===== config.mk =====
export PLATFORM = sky130hd
export DESIGN_NAME = tcm_arbiter
export DESIGN_NICKNAME = d
export VERILOG_FILES = /design/src/rtl/tcm_arbiter_pkg.sv /design/src/rtl/tcm_arb_port.sv /design/src/rtl/tcm_arbiter.sv
export SDC_FILE = /design/constraint.sdc
export NUM_CORES = 1
export LEC_CHECK = 0
export BUFFER_PORTS_ARGS = -buffer_cell sky130_fd_sc_hd__buf_2
export CAP_MARGIN = 20
export CORE_ASPECT_RATIO = 1.75
export CORE_MARGIN = 2
export CORE_UTILIZATION = 35
export DETAILED_ROUTE_END_ITERATION = 10
export GPL_TIMING_DRIVEN = 0
export SETUP_SLACK_MARGIN = 0.15
export SLEW_MARGIN = 0
export SYNTH_ARGS = -nofsm -noshare
export SYNTH_HDL_FRONTEND = slang
export SYNTH_SLANG_ARGS = --single-unit

===== constraint.sdc =====
create_clock -name clk -period 4.2 [get_ports clk]
set_input_delay 0.21 -clock clk [delete_from_list [all_inputs] [get_ports clk]]
set_output_delay 0.21 -clock clk [all_outputs]
set_load 0.1 [all_outputs]

===== src/rtl/tcm_arbiter_pkg.sv =====
`default_nettype none
// ============================================================================
// Module   : tcm_arbiter_pkg
// Brief    : Shared encodings for the two-port TCM arbiter: femto bus access
//            sizes, per-port state encodings and port identifiers.
// Revision : 1.0 - initial release
// ============================================================================
package tcm_arbiter_pkg;

    // femto bus access sizes
    localparam int BUS_ACC_CNT = 3;
    localparam int BUS_ACC_W   = $clog2(BUS_ACC_CNT);
    localparam logic [BUS_ACC_W-1:0] BUS_ACC_1B = BUS_ACC_W'(0);
    localparam logic [BUS_ACC_W-1:0] BUS_ACC_2B = BUS_ACC_W'(1);
    localparam logic [BUS_ACC_W-1:0] BUS_ACC_4B = BUS_ACC_W'(2);

    // Port identifiers, also used as the owner encoding
    localparam logic TCM_ARB_PORT_I = 1'b0;
    localparam logic TCM_ARB_PORT_D = 1'b1;

    // Per-port request state
    typedef enum logic [1:0] {
        TCM_ARB_IDLE = 2'd0,
        TCM_ARB_PEND = 2'd1,
        TCM_ARB_WAIT = 2'd2
    } tcm_arb_state_e;

endpackage
`default_nettype wire


===== src/rtl/tcm_arb_port.sv =====
`default_nettype none
// ============================================================================
// Module   : tcm_arb_port
// Brief    : One arbiter port: request state machine, pending-request buffer
//            and live/pending field mux feeding the TCM issue path.
// Revision : 1.0 - initial release
// ============================================================================
module tcm_arb_port
    import tcm_arbiter_pkg::*;
#(
    parameter int BYTE_ADDR_WIDTH = 12
) (
    input  logic                       clk,
    input  logic                       rstn,
    input  logic                       i_req,
    input  logic [BYTE_ADDR_WIDTH-1:0] i_addr,
    input  logic                       i_wr_b,
    input  logic [BUS_ACC_W-1:0]       i_acc,
    input  logic [31:0]                i_wdata,
    input  logic                       i_grant,
    input  logic                       i_done,
    output logic                       o_cand,
    output logic                       o_pend,
    output logic                       o_viol,
    output logic [BYTE_ADDR_WIDTH-1:0] o_addr,
    output logic                       o_wr_b,
    output logic [BUS_ACC_W-1:0]       o_acc,
    output logic [31:0]                o_wdata
);

    tcm_arb_state_e               r_state;
    tcm_arb_state_e               w_state_nxt;
    logic [BYTE_ADDR_WIDTH-1:0]   r_pend_addr;
    logic                         r_pend_wr_b;
    logic [BUS_ACC_W-1:0]         r_pend_acc;
    logic [31:0]                  r_pend_wdata;
    logic                         w_free;
    logic                         w_capture;

    // State register
    always_ff @(posedge clk or negedge rstn) begin
        if (!rstn) r_state <= TCM_ARB_IDLE;
        else       r_state <= w_state_nxt;
    end

    // Next state and port status; a port finishing its response this cycle
    // may take a new request exactly as if it were idle.
    always_comb begin
        w_state_nxt = r_state;
        w_free      = (r_state == TCM_ARB_IDLE) || ((r_state == TCM_ARB_WAIT) && i_done);
        w_capture   = w_free && i_req && !i_grant;
        o_viol      = i_req && !w_free;
        o_pend      = (r_state == TCM_ARB_PEND);
        o_cand      = (w_free && i_req) || o_pend;
        if (w_free && i_req)
            w_state_nxt = i_grant ? TCM_ARB_WAIT : TCM_ARB_PEND;
        else if (o_pend && i_grant)
            w_state_nxt = TCM_ARB_WAIT;
        else if ((r_state == TCM_ARB_WAIT) && i_done)
            w_state_nxt = TCM_ARB_IDLE;
    end

    // Buffer the fields of a request that lost arbitration
    always_ff @(posedge clk or negedge rstn) begin
        if (!rstn) begin
            r_pend_addr  <= '0;
            r_pend_wr_b  <= 1'b0;
            r_pend_acc   <= '0;
            r_pend_wdata <= '0;
        end else if (w_capture) begin
            r_pend_addr  <= i_addr;
            r_pend_wr_b  <= i_wr_b;
            r_pend_acc   <= i_acc;
            r_pend_wdata <= i_wdata;
        end
    end

    assign o_addr  = o_pend ? r_pend_addr  : i_addr;
    assign o_wr_b  = o_pend ? r_pend_wr_b  : i_wr_b;
    assign o_acc   = o_pend ? r_pend_acc   : i_acc;
    assign o_wdata = o_pend ? r_pend_wdata : i_wdata;

endmodule
`default_nettype wire


===== src/rtl/tcm_arbiter.sv =====
`default_nettype none
// ============================================================================
// Module   : tcm_arbiter
// Brief    : Shares one single-cycle TCM controller between the fetch (I) and
//            data (D) femto strobe buses. Losing requests are buffered, so a
//            master only ever sees extra latency, never backpressure.
// Config   : TCM_ARB_RR_EN - round-robin on a fresh contention; when
//            undefined, D has fixed priority over I. A buffered request
//            always beats a fresh one.
// Revision : 1.0 - initial release
// ============================================================================
module tcm_arbiter
    import tcm_arbiter_pkg::*;
#(
    parameter int BYTE_ADDR_WIDTH = 12
) (
    input  logic                       clk,
    input  logic                       rstn,
    input  logic                       i_req,
    output logic                       i_resp,
    input  logic [BYTE_ADDR_WIDTH-1:0] i_addr,
    input  logic                       i_wr_b,
    input  logic [BUS_ACC_W-1:0]       i_acc,
    input  logic [31:0]                i_wdata,
    output logic [31:0]                i_rdata,
    output logic                       i_fault,
    input  logic                       d_req,
    output logic                       d_resp,
    input  logic [BYTE_ADDR_WIDTH-1:0] d_addr,
    input  logic                       d_wr_b,
    input  logic [BUS_ACC_W-1:0]       d_acc,
    input  logic [31:0]                d_wdata,
    output logic [31:0]                d_rdata,
    output logic                       d_fault,
    output logic                       t_req,
    input  logic                       t_resp,
    output logic [BYTE_ADDR_WIDTH-1:0] t_addr,
    output logic                       t_wr_b,
    output logic [BUS_ACC_W-1:0]       t_acc,
    output logic [31:0]                t_wdata,
    input  logic [31:0]                t_rdata,
    input  logic                       t_fault
);

    logic                       w_i_cand, w_i_pend, w_i_viol, w_i_grant, w_i_done;
    logic                       w_d_cand, w_d_pend, w_d_viol, w_d_grant, w_d_done;
    logic [BYTE_ADDR_WIDTH-1:0] w_i_addr, w_d_addr;
    logic                       w_i_wr_b, w_d_wr_b;
    logic [BUS_ACC_W-1:0]       w_i_acc, w_d_acc;
    logic [31:0]                w_i_wdata, w_d_wdata;
    logic                       w_sel;
    logic                       w_tie_winner;
    logic                       r_owner_vld;
    logic                       r_owner;
    logic                       r_proto_err;

    tcm_arb_port #(.BYTE_ADDR_WIDTH(BYTE_ADDR_WIDTH)) u_port_i (
        .clk(clk), .rstn(rstn),
        .i_req(i_req), .i_addr(i_addr), .i_wr_b(i_wr_b), .i_acc(i_acc), .i_wdata(i_wdata),
        .i_grant(w_i_grant), .i_done(w_i_done),
        .o_cand(w_i_cand), .o_pend(w_i_pend), .o_viol(w_i_viol),
        .o_addr(w_i_addr), .o_wr_b(w_i_wr_b), .o_acc(w_i_acc), .o_wdata(w_i_wdata)
    );

    tcm_arb_port #(.BYTE_ADDR_WIDTH(BYTE_ADDR_WIDTH)) u_port_d (
        .clk(clk), .rstn(rstn),
        .i_req(d_req), .i_addr(d_addr), .i_wr_b(d_wr_b), .i_acc(d_acc), .i_wdata(d_wdata),
        .i_grant(w_d_grant), .i_done(w_d_done),
        .o_cand(w_d_cand), .o_pend(w_d_pend), .o_viol(w_d_viol),
        .o_addr(w_d_addr), .o_wr_b(w_d_wr_b), .o_acc(w_d_acc), .o_wdata(w_d_wdata)
    );

`ifdef TCM_ARB_RR_EN
    logic r_rr_ptr;
    logic w_fresh_tie;

    assign w_fresh_tie  = w_i_cand && w_d_cand && (w_i_pend == w_d_pend);
    assign w_tie_winner = r_rr_ptr;

    // Round-robin pointer names the next fresh-contention winner
    always_ff @(posedge clk or negedge rstn) begin
        if (!rstn)            r_rr_ptr <= TCM_ARB_PORT_I;
        else if (w_fresh_tie) r_rr_ptr <= ~r_rr_ptr;
    end
`else
    assign w_tie_winner = TCM_ARB_PORT_D;
`endif

    // Winner select: a buffered request beats a fresh one, which bounds the
    // loser's latency to one extra cycle
    always_comb begin
        w_sel = TCM_ARB_PORT_D;
        if (w_i_cand && w_d_cand) begin
            if (w_i_pend != w_d_pend) w_sel = w_i_pend ? TCM_ARB_PORT_I : TCM_ARB_PORT_D;
            else                      w_sel = w_tie_winner;
        end else if (w_i_cand) begin
            w_sel = TCM_ARB_PORT_I;
        end
    end

    assign w_i_grant = w_i_cand && (w_sel == TCM_ARB_PORT_I);
    assign w_d_grant = w_d_cand && (w_sel == TCM_ARB_PORT_D);

    assign t_req   = w_i_cand || w_d_cand;
    assign t_addr  = (w_sel == TCM_ARB_PORT_D) ? w_d_addr  : w_i_addr;
    assign t_wr_b  = (w_sel == TCM_ARB_PORT_D) ? w_d_wr_b  : w_i_wr_b;
    assign t_acc   = (w_sel == TCM_ARB_PORT_D) ? w_d_acc   : w_i_acc;
    assign t_wdata = (w_sel == TCM_ARB_PORT_D) ? w_d_wdata : w_i_wdata;

    // Remember who was issued last cycle so the response can be steered
    always_ff @(posedge clk or negedge rstn) begin
        if (!rstn) begin
            r_owner_vld <= 1'b0;
            r_owner     <= TCM_ARB_PORT_I;
        end else begin
            r_owner_vld <= t_req;
            r_owner     <= w_sel;
        end
    end

    // Sticky record of a request arriving on a busy port
    always_ff @(posedge clk or negedge rstn) begin
        if (!rstn) r_proto_err <= 1'b0;
        else       r_proto_err <= r_proto_err || w_i_viol || w_d_viol;
    end

    assign w_i_done = t_resp && r_owner_vld && (r_owner == TCM_ARB_PORT_I);
    assign w_d_done = t_resp && r_owner_vld && (r_owner == TCM_ARB_PORT_D);

    assign i_resp  = w_i_done;
    assign d_resp  = w_d_done;
    assign i_rdata = t_rdata;
    assign d_rdata = t_rdata;
    assign i_fault = t_fault && w_i_done;
    assign d_fault = t_fault && w_d_done;

endmodule
`default_nettype wire

==> impl_metrics.toml <==
[run_status]
status = "completed"

[sta]
grt_setup_unrepaired = "no"
relSlewSlack_pct = 50.2
period_minus_slack_ns = 2.99
worstMarginPinSlew_ns = 0.747
fin_skew_ns = 0.00847
setup-violations-final = 0
fmax_ghz = 0.335
fin_crit_sh_pct = 71.2
finalHoldViolCount = 0
drv_slew = 0
final.setup.tns_ns = 0
setup_slack_ns = 1.21

[clock_tree]
path_clk_slew_ns = 0.07
htree_levels = 3
root_buffer = "clkbuf_16"
cts_resized = 0
tritoncts = "done"
clockBufferDepth = 2
clk_latency_ns = 0.34
cts.sinks = 100
cts_buffers = 9

[yosys]
synth_compound_area_share_pct = 1.23
netlist_area_um2 = 5920
ys_seq_area_share_pct = 42.2
synth_xor_area_share_pct = 0
synthArstFlopShare_pct = 100
synth_top_family_by_area = "multiplexers"
syn_nets = 585
ys_seq_elements = 100
yosys_warnings = 0
synth_adder_area_share_pct = 0
synth_edf_count = 0
ys_types = 28
synth_ff_type = "dfrtp_1"
synth_simple_gate_area_share_pct = 1.39
synthMuxAreaShare_pct = 43.6
synth_cells = 453
syn_area_per_cell_um2 = 13.1

[floorplan]
start_util_pct = 35.3
die_width_um = 102
die_h_um = 176
rows = 63
dieArea_um2 = 18000
core-area_um2 = 16800
ios = 248

[global_route]
grt_pass1_wl_um = 22900
grt_usage_pct = 16.7
grt_overflow = 0
grt_max_degree = 52
grt_antenna_before_repair = 2
grt_pass1_vias = 4458

[placement]
dpl.hpwl_um = 11900
gp_congestion = 0.748
placed_cell_area_um2 = 7310
io_buffers = 215
place_ws_ns = 1.51

[layout]
syn2layout_area_growth_pct = 28.9
drive_above_1_share_pct = 60.6
final_common_cell = "buf_2"
final_cell_mix = "buf_2 (229), mux2i_1 (141), dfrtp_1 (100)"
finalNetCount = 813
design_area_um2 = 7640
final_util_pct = 45.5

[power]
max-vdd-ir-drop_mv = 0.220
p_per_area_nw_per_um2 = 340
leakage_uw = 0.00394

[critical_path]
r2r-end = "u_port_d.r_pend_wdata[8]$_DFFE_PN0P_"
start_kind = "flop"
path_max_fanout = 10
slowest_stage = "buf_2"
rrSetupSlack_ns = 2.16
arrival_ns = 2.78
ff2ff_path_depth = 6
slowest_delay_ns = 0.49
crit_path_end_kind = "output port"
r2r-start = "u_port_d.r_state[0]$_DFFE_PN0P_"
crit_type = "reg -> out"
cp_cell_sequence = "nand2b_1 > clkbuf_1 > nand2_1 > a211oi_2 > buf_4 > buf_6 > mux2i_1 > buf_2"
required_ns = 3.99
endpoint = "t_wdata[17]"
crit_path_start = "u_port_d.r_state[1]$_DFFE_PN0P_"

[min_path]
hp-class = "in -> reg"
holdPathStages = 2

[drt]
routedWlPerCell_um = 16.6
vias = 4246
drc = 0
dr.pass1.iters = 4
routed_wl_um = 15200
drtAntennaViolNets = 0
vias_per_cell = 4.64
first_iter_violations = 99

[run]
maxCapViolCount = 0
-- per-stage QoR --
stage	instances	power, uW	hold slack [ns]
after floorplan	453	1600	-0.0856
after global routing	915	2700	0.101
after CTS	913	2630	0.0899
after global placement	895	1740	0.448
after detailed placement	896	1750	0.293
final	915	2590	0.104
-- layer usage --
metal / global-route usage (%) / wire, um / vias up
met5: 0 / 0 / -
met4: 6.00 / 303 / 0
met3: 3.09 / 971 / 17
met2: 32.2 / 8550 / 169
met1: 17.4 / 5400 / 2061
li1: - / - / 1999
-- state kept, by name (all words and copies together), names as in the netlist --
name	cells
u_port_d.r_pend_wr_b	1
u_port_i.r_pend_wr_b	1
u_port_i.r_pend_acc	2
u_port_d.r_pend_acc	2
u_port_i.r_pend_addr	12
u_port_i.r_pend_wdata	32
r_owner_vld	1
u_port_d.r_state	2
u_port_i.r_state	2
r_owner	1
u_port_d.r_pend_wdata	32
u_port_d.r_pend_addr	12
-- critical path: cells and delay by family, from the launching register on --
family          cells  cell delay [ns]
compound gates      1             0.28
buf+inv             4             1.18
flops               1             0.40
mux                 1             0.32
simple gates        2             0.26
-- report_power, final --
part | switching [uW] | total (uW) | internal (uW)
sequential | 24.8 | 1030 | 1010
clock | 379 | 864 | 485
combinational | 520 | 697 | 177
total | 923 | 2590 | 1670
-- cells in the mapped netlist, types with 2 or more instances --
cell type / n / area share (%)
mux2_2: 61 / 12
buf_4: 67 / 8.5
nand4b_1: 2 / 0.30
mux2i_1: 141 / 24
nand2_1: 2 / 0.13
inv_1: 5 / 0.32
and2_1: 2 / 0.21
mux2_4: 30 / 7.6
buf_6: 7 / 1.3
mux2_1: 3 / 0.57
clkbuf_1: 2 / 0.13
a21oi_1: 2 / 0.17
buf_2: 15 / 1.3
dfrtp_1: 100 / 42
-- worst min path at each step --
stage | start | end | slack, ns
3_3_place_gp | d_wdata[18] | u_port_d.r_pend_wdata[18]$_DFFE_PN0P_ | 0.45
2_1_floorplan | rstn | r_owner$_DFF_PN0_ | -0.09
6_report | d_wdata[18] | u_port_d.r_pend_wdata[18]$_DFFE_PN0P_ | 0.10
3_5_place_dp | rstn | u_port_d.r_pend_wdata[19]$_DFFE_PN0P_ | 0.29
4_1_cts | d_wdata[18] | u_port_d.r_pend_wdata[18]$_DFFE_PN0P_ | 0.09
5_1_grt | d_wdata[21] | u_port_d.r_pend_wdata[21]$_DFFE_PN0P_ | 0.10
-- area by class of cell --
cell class | instances | area, um2
antenna | 2 | 5.00
buffer | 91 | 664
clock buffer | 10 | 239
clock inverter | 6 | 70.1
fill | 1621 | 9150
inverter | 5 | 18.8
multi-input combinational | 257 | 2740
sequential | 100 | 2500
tap | 227 | 284
timing repair buffer | 217 | 1120
-- repair_timing --
action | 4_1_cts | 5_1_grt
hold endpoints to repair | 49 | 0
endpoints found under the setup margin | 0 | 0
hold buffers | 1 | 0
buffers inserted | 0 | 0
-- cell families after synthesis --
logic type / after synthesis
AOI/OAI and AO/OA: 9
and+or+nand+nor: 13
muxes: 235
DFF: 100
buffers and inverters: 96
Power figures use the tool's default switching activity.
